File: src/rtl/tdm_demux4_if.sv
// Bus bundle for the 4-lane TDM demultiplexer.
// The master side drives the serial beat stream.
// The slave side (the demux) returns the reassembled frame and its status.
interface tdm_demux4_if #(
    parameter int WIDTH = 1,
    parameter int CNT_W = 8
);
    logic               in_valid;
    logic               sof;
    logic [WIDTH-1:0]   din;
    logic [4*WIDTH-1:0] dout;
    logic               frame_valid;
    logic               sync_err;
    logic [1:0]         slot;
    logic [CNT_W-1:0]   frame_cnt;

    modport master (
        output in_valid, sof, din,
        input  dout, frame_valid, sync_err, slot, frame_cnt
    );

    modport slave (
        input  in_valid, sof, din,
        output dout, frame_valid, sync_err, slot, frame_cnt
    );
endinterface

File: src/rtl/tdm_demux4.sv
// Receive-side 4:1 TDM demultiplexer.
// Tracks the slot index from a start-of-frame marker, gathers slots 0..2 in
// shadow lanes, and on the slot-3 beat publishes the whole frame on dout
// with a one-cycle frame_valid strobe. A sof arriving mid-frame discards
// the partial frame, pulses sync_err, and starts a new frame from that beat.
module tdm_demux4 #(
    parameter int WIDTH = 1,
    parameter int CNT_W = 8
) (
    input  logic         clk,
    input  logic         rst_n,
    tdm_demux4_if.slave  bus
);

    typedef enum logic {
        IDLE,
        RUN
    } state_t;

    state_t               state_q, state_d;
    logic [1:0]           slot_q, slot_d;
    logic [WIDTH-1:0]     shadow_q [3];
    logic [WIDTH-1:0]     shadow_d [3];
    logic [4*WIDTH-1:0]   dout_q, dout_d;
    logic                 frame_valid_q, frame_valid_d;
    logic                 sync_err_q, sync_err_d;
    logic [CNT_W-1:0]     frame_cnt_q, frame_cnt_d;

    // State register: async active-low reset clears the FSM, lanes and flags.
    always_ff @(posedge clk or negedge rst_n) begin
        if (!rst_n) begin
            state_q       <= IDLE;
            slot_q        <= '0;
            shadow_q[0]   <= '0;
            shadow_q[1]   <= '0;
            shadow_q[2]   <= '0;
            dout_q        <= '0;
            frame_valid_q <= 1'b0;
            sync_err_q    <= 1'b0;
            frame_cnt_q   <= '0;
        end else begin
            state_q       <= state_d;
            slot_q        <= slot_d;
            shadow_q[0]   <= shadow_d[0];
            shadow_q[1]   <= shadow_d[1];
            shadow_q[2]   <= shadow_d[2];
            dout_q        <= dout_d;
            frame_valid_q <= frame_valid_d;
            sync_err_q    <= sync_err_d;
            frame_cnt_q   <= frame_cnt_d;
        end
    end

    // Next-state logic: hold everything by default, strobes default low.
    always_comb begin
        state_d       = state_q;
        slot_d        = slot_q;
        shadow_d[0]   = shadow_q[0];
        shadow_d[1]   = shadow_q[1];
        shadow_d[2]   = shadow_q[2];
        dout_d        = dout_q;
        frame_valid_d = 1'b0;
        sync_err_d    = 1'b0;
        frame_cnt_d   = frame_cnt_q;

        case (state_q)
            IDLE: begin
                // Beats without sof are dropped while hunting for a frame start.
                if (bus.in_valid && bus.sof) begin
                    shadow_d[0] = bus.din;
                    slot_d      = 2'd1;
                    state_d     = RUN;
                end
            end
            RUN: begin
                if (bus.in_valid) begin
                    if (bus.sof) begin
                        // Premature sof: drop the partial frame, restart at slot 0.
                        sync_err_d  = 1'b1;
                        shadow_d[0] = bus.din;
                        slot_d      = 2'd1;
                    end else if (slot_q == 2'd3) begin
                        dout_d        = {bus.din, shadow_q[2], shadow_q[1], shadow_q[0]};
                        frame_valid_d = 1'b1;
                        frame_cnt_d   = frame_cnt_q + CNT_W'(1);
                        slot_d        = 2'd0;
                        state_d       = IDLE;
                    end else begin
                        if (slot_q == 2'd1) begin
                            shadow_d[1] = bus.din;
                        end else begin
                            shadow_d[2] = bus.din;
                        end
                        slot_d = slot_q + 2'd1;
                    end
                end
            end
            default: begin
                state_d = IDLE;
                slot_d  = 2'd0;
            end
        endcase
    end

    assign bus.dout        = dout_q;
    assign bus.frame_valid = frame_valid_q;
    assign bus.sync_err    = sync_err_q;
    assign bus.slot        = slot_q;
    assign bus.frame_cnt   = frame_cnt_q;

endmodule

File: src/flat_wrapper.sv
// flat-port wrapper written by rule: the top's interface ports become plain ports
module tdm_demux4_flat 
#(
    parameter int WIDTH = 1,
    parameter int CNT_W = 8
)
  (clk, rst_n, bus_in_valid, bus_sof, bus_din, bus_dout, bus_frame_valid, bus_sync_err, bus_slot, bus_frame_cnt);
  tdm_demux4_if #(.WIDTH(WIDTH), .CNT_W(CNT_W)) bus_i ();
  input  logic clk;
  input  logic rst_n;
  input wire logic [$bits(bus_i.in_valid)-1:0] bus_in_valid;
  input wire logic [$bits(bus_i.sof)-1:0] bus_sof;
  input wire logic [$bits(bus_i.din)-1:0] bus_din;
  output wire logic [$bits(bus_i.dout)-1:0] bus_dout;
  output wire logic [$bits(bus_i.frame_valid)-1:0] bus_frame_valid;
  output wire logic [$bits(bus_i.sync_err)-1:0] bus_sync_err;
  output wire logic [$bits(bus_i.slot)-1:0] bus_slot;
  output wire logic [$bits(bus_i.frame_cnt)-1:0] bus_frame_cnt;
  assign bus_i.in_valid = bus_in_valid;
  assign bus_i.sof = bus_sof;
  assign bus_i.din = bus_din;
  assign bus_dout = bus_i.dout;
  assign bus_frame_valid = bus_i.frame_valid;
  assign bus_sync_err = bus_i.sync_err;
  assign bus_slot = bus_i.slot;
  assign bus_frame_cnt = bus_i.frame_cnt;
  tdm_demux4 #(.WIDTH(WIDTH), .CNT_W(CNT_W)) u_core (.clk(clk), .rst_n(rst_n), .bus(bus_i));
endmodule
File: config.mk
export PLATFORM = sky130hd
export DESIGN_NAME = tdm_demux4_flat
export DESIGN_NICKNAME = d
export VERILOG_FILES = /design/src/rtl/tdm_demux4_if.sv /design/src/rtl/tdm_demux4.sv /design/src/flat_wrapper.sv
export SDC_FILE = /design/constraint.sdc
export NUM_CORES = 1
export LEC_CHECK = 0
export BUFFER_PORTS_ARGS = -buffer_cell sky130_fd_sc_hd__buf_4
export CORE_ASPECT_RATIO = 1.1
export CORE_MARGIN = 8
export CORE_UTILIZATION = 31
export CTS_BUF_LIST = sky130_fd_sc_hd__clkbuf_8 sky130_fd_sc_hd__clkbuf_16
export DETAILED_ROUTE_END_ITERATION = 12
export PLACE_DENSITY = 0.59
export SETUP_SLACK_MARGIN = 0.2
export SLEW_MARGIN = 20
export SYNTH_ARGS = -nofsm -noshare
export SYNTH_HDL_FRONTEND = slang
export SYNTH_SLANG_ARGS = --single-unit
File: constraint.sdc
create_clock -name clk -period 1.65 [get_ports clk]
set_clock_uncertainty 0.05 [all_clocks]
set_input_delay 0.165 -clock clk [delete_from_list [all_inputs] [get_ports clk]]
set_output_delay 0.165 -clock clk [all_outputs]
set_load 0.01 [all_outputs]
==> impl_results.md <==
* Sequential Power Share at 0.426
* Initial antenna violation count at 0
* Worst skew pair latency at 0.26 ns
* Num CTS Buffers at 3
* Clock Power Share at 0.269
* Startpoint types: register
* Layout Nets at 110
* Combinational share of power at 0.305
* Full die area at 0.00474 mm2
* Antenna-violating nets left at 0
* Synth area leader: dfrtp_1
* Grt total ovfl at 0
* Top cell type's share of synthesized area at 0.579
* Die Ht at 71.4 um
* VDD IR max at 0.724 mV
* Mapped Cells at 75
* Min Hold Slack at 0.0735 ns
* Setup TNS at 0 ns
* Fill count at 257
* Final setup fails at 0
* Seq/Total Area, Yosys at 0.579
* CTS sink cnt at 20
* CTS max path bufs at 2
* Root buf cell: clkbuf_8
* Ys flop type: dfrtp_1
* Via count at 624
* Pint at 1.25 mW
* Setup ws final at 0.222 ns
* Slew margin rel. at 0.824
* Overall Global Routing Usage at 0.0797
* Worst hold path class: input port to register
* WL final at 1720 um
* Post-synth ARST share at 1.00
* Hold Crit Start: bus_din
* Syn. warnings at 0
* Placed Cells at 128
* Switch share at 0.297
* Run status: finished, final reports clean
* FF/Latch Area at 504 um2
* Cell leakage power at 0.597 nW
* R2R Path Start: u_core.bus.slot[1]
* Core Region at 0.00270 mm2
* Area of placed instances at 0.00107 mm2
* Total power at 1.78 mW
* Fmax at 0.700 GHz
* Tmin final at 1.43 ns
* Final hold violations at 0
* WL/cell at 12.8 um
* Vias per inst at 4.66
* CP required at 1.75 ns
* Worst-margin pin slew at 0.263 ns
* Unrepaired setup endpoints after global routing: true
* Synth Cell Area at 865 um2
* Register bit total from synthesis at 20
* Psw at 0.529 mW
* Yosys cell types at 23
* Initial core utilization at 0.320
* Area Growth Syn to Fin at 37.8%
* Die width at 66.4 um
* Final period util at 0.866
* Post-DP HPWL at 1280 um
* Number of global-route vias before repair at 644
* Port Buf Inserts at 20
* Syn avg cell area at 11.5 um2
* Multi-input gate area at 387 um2
* Post-Syn Nets at 83
* Num rows at 20
* EDFF count, synth at 0
* Final Wtd Congestion at 0.661
* Crit path max fanout at 5
* H-tree Lvls at 1
* Drt first pass iters at 2
* Final Cell Area at 0.00119 mm2
* Clk slew on worst S/H paths at 0.08 ns
* Synth area leaders: dfrtp_1, nand2_1, ha_1
* Ports at 21
* Place WS at 0.0946 ns
* Crit path DAT at 1.53 ns
* Share of cells above drive strength 1 at 0.426
* Crit Path Class: register to register
* DRC at 0
* CTS tree: yes
* Critical path capture point type: register
* First-pass GRT wire length at 2930 um
* Maxcap violations at 0
* DR iter-0 viols at 18
* Non-filler cells in the finished layout at 134
* Final core occ at 0.441
* Worst setup startpoint: u_core.bus.slot[1]
* Largest net degree at the start of global routing at 21
* Power Density at 1500 mW/mm2
* Slew Viols, Final at 0
* Diodes inserted at 0
[cells in the mapped netlist (2+ instances only)]
cell,instances
mux2_2,3
xnor2_1,3
nand3_1,2
xor2_1,4
ha_1,3
nor3_1,2
nand2_1,23
dfrtp_1,20
[final timing paths]
path	end	slack, ns	depth (start not counted)
worst max-delay path	u_core.shadow_q[1]	0.22	3
worst max register to register	u_core.shadow_q[1]	0.22	3
max in group asynchronous	u_core.state_q	1.04	2
worst min-delay path	u_core.bus.dout[3]	0.07	3
worst min register to register	u_core.bus.frame_cnt[7]	0.42	1
min in group asynchronous	u_core.bus.frame_cnt[5]	0.28	2
[kinds of logic (layout without fill, tap and decap cells)]
logic type	count (synthesis)	count (layout)	share of synthesized area
fa+ha+maj	3	3	0.0434
simple gates	35	35	0.211
mux	3	3	0.0391
buf+inv	3	29	0.0217
flops	20	20	0.579
xor+xnor	7	7	0.0709
compound gates	4	4	0.0347
[per-layer routing]
metal  up-vias  wire length, um  part of all wire  track usage
li1        305                -                 -            -
met1       296              832              0.48       0.0947
met2        19              696              0.40        0.113
met3         4              153             0.089       0.0312
met4         0               36             0.021       0.0570
met5         -                0                 0            0
[layout make-up]
cell class / count / share of cell area
Clock buffer: 3 / 0.0347
Clock inverter: 1 / 0.0252
Inverter: 2 / 0.0105
Multi-Input combinational cell: 52 / 0.325
Sequential cell: 20 / 0.423
Tap cell: 33 / 0.0347
Timing Repair Buffer: 23 / 0.147
[repair_timing]
| item | in CTS | in global routing |
|---|---|---|
| hold endpoints to repair | 20 | 0 |
| buffers inserted | 0 | 1 |
| hold buffers | 1 | 0 |
| pin swaps | 0 | 2 |
| resized for setup | 3 | 6 |
| setup endpoints to repair | 11 | 5 |
[worst max-delay path: stages, from the launching register on]
cell and delay (ns):
dfrtp_2 0.44, ha_4 0.20, nor4b_2 0.27, mux2_2 0.36
[layout by cell type, fill, tap and decap left out]
cell type,count
nor3_2,1
nor4b_2,1
inv_2,1
xor2_1,4
xnor2_1,3
o21ai_0,1
nand4_1,1
buf_4,22
dfrtp_2,3
clkbuf_8,3
ha_2,1
bufinv_16,1
ha_1,1
dfrtp_1,17
and3_2,1
nand3_1,2
nor4_4,1
nand4b_4,1
o22ai_1,1
nor3b_1,1
a22o_2,1
ha_4,1
dlygate4sd3_1,1
nor2_1,1
nand2_1,23
mux2_2,3
o22a_1,1
nor3_1,1
nor4_2,1
clkinv_4,1
[state kept, by name, summed over array words and instances (netlist names)]
| name | cells |
|---|---|
| u_core.bus.frame_cnt | 8 |
| u_core.bus.dout | 4 |
| u_core.shadow_q | 3 |
| u_core.bus.slot | 2 |
| u_core.bus.frame_valid | 1 |
| u_core.bus.sync_err | 1 |
| u_core.state_q | 1 |
[power by group through the flow]
stage	Sequential, mW	Clock (mW)	Combinational (mW)
final	0.759	0.480	0.543
after detailed placement	0.767	0	0.517
after floorplan	0.791	0	0.248
after global placement	0.761	0	0.506
after CTS	0.761	0.503	0.537
after global routing	0.782	0.519	0.604
Note: power is estimated with default switching activity, not from simulation.
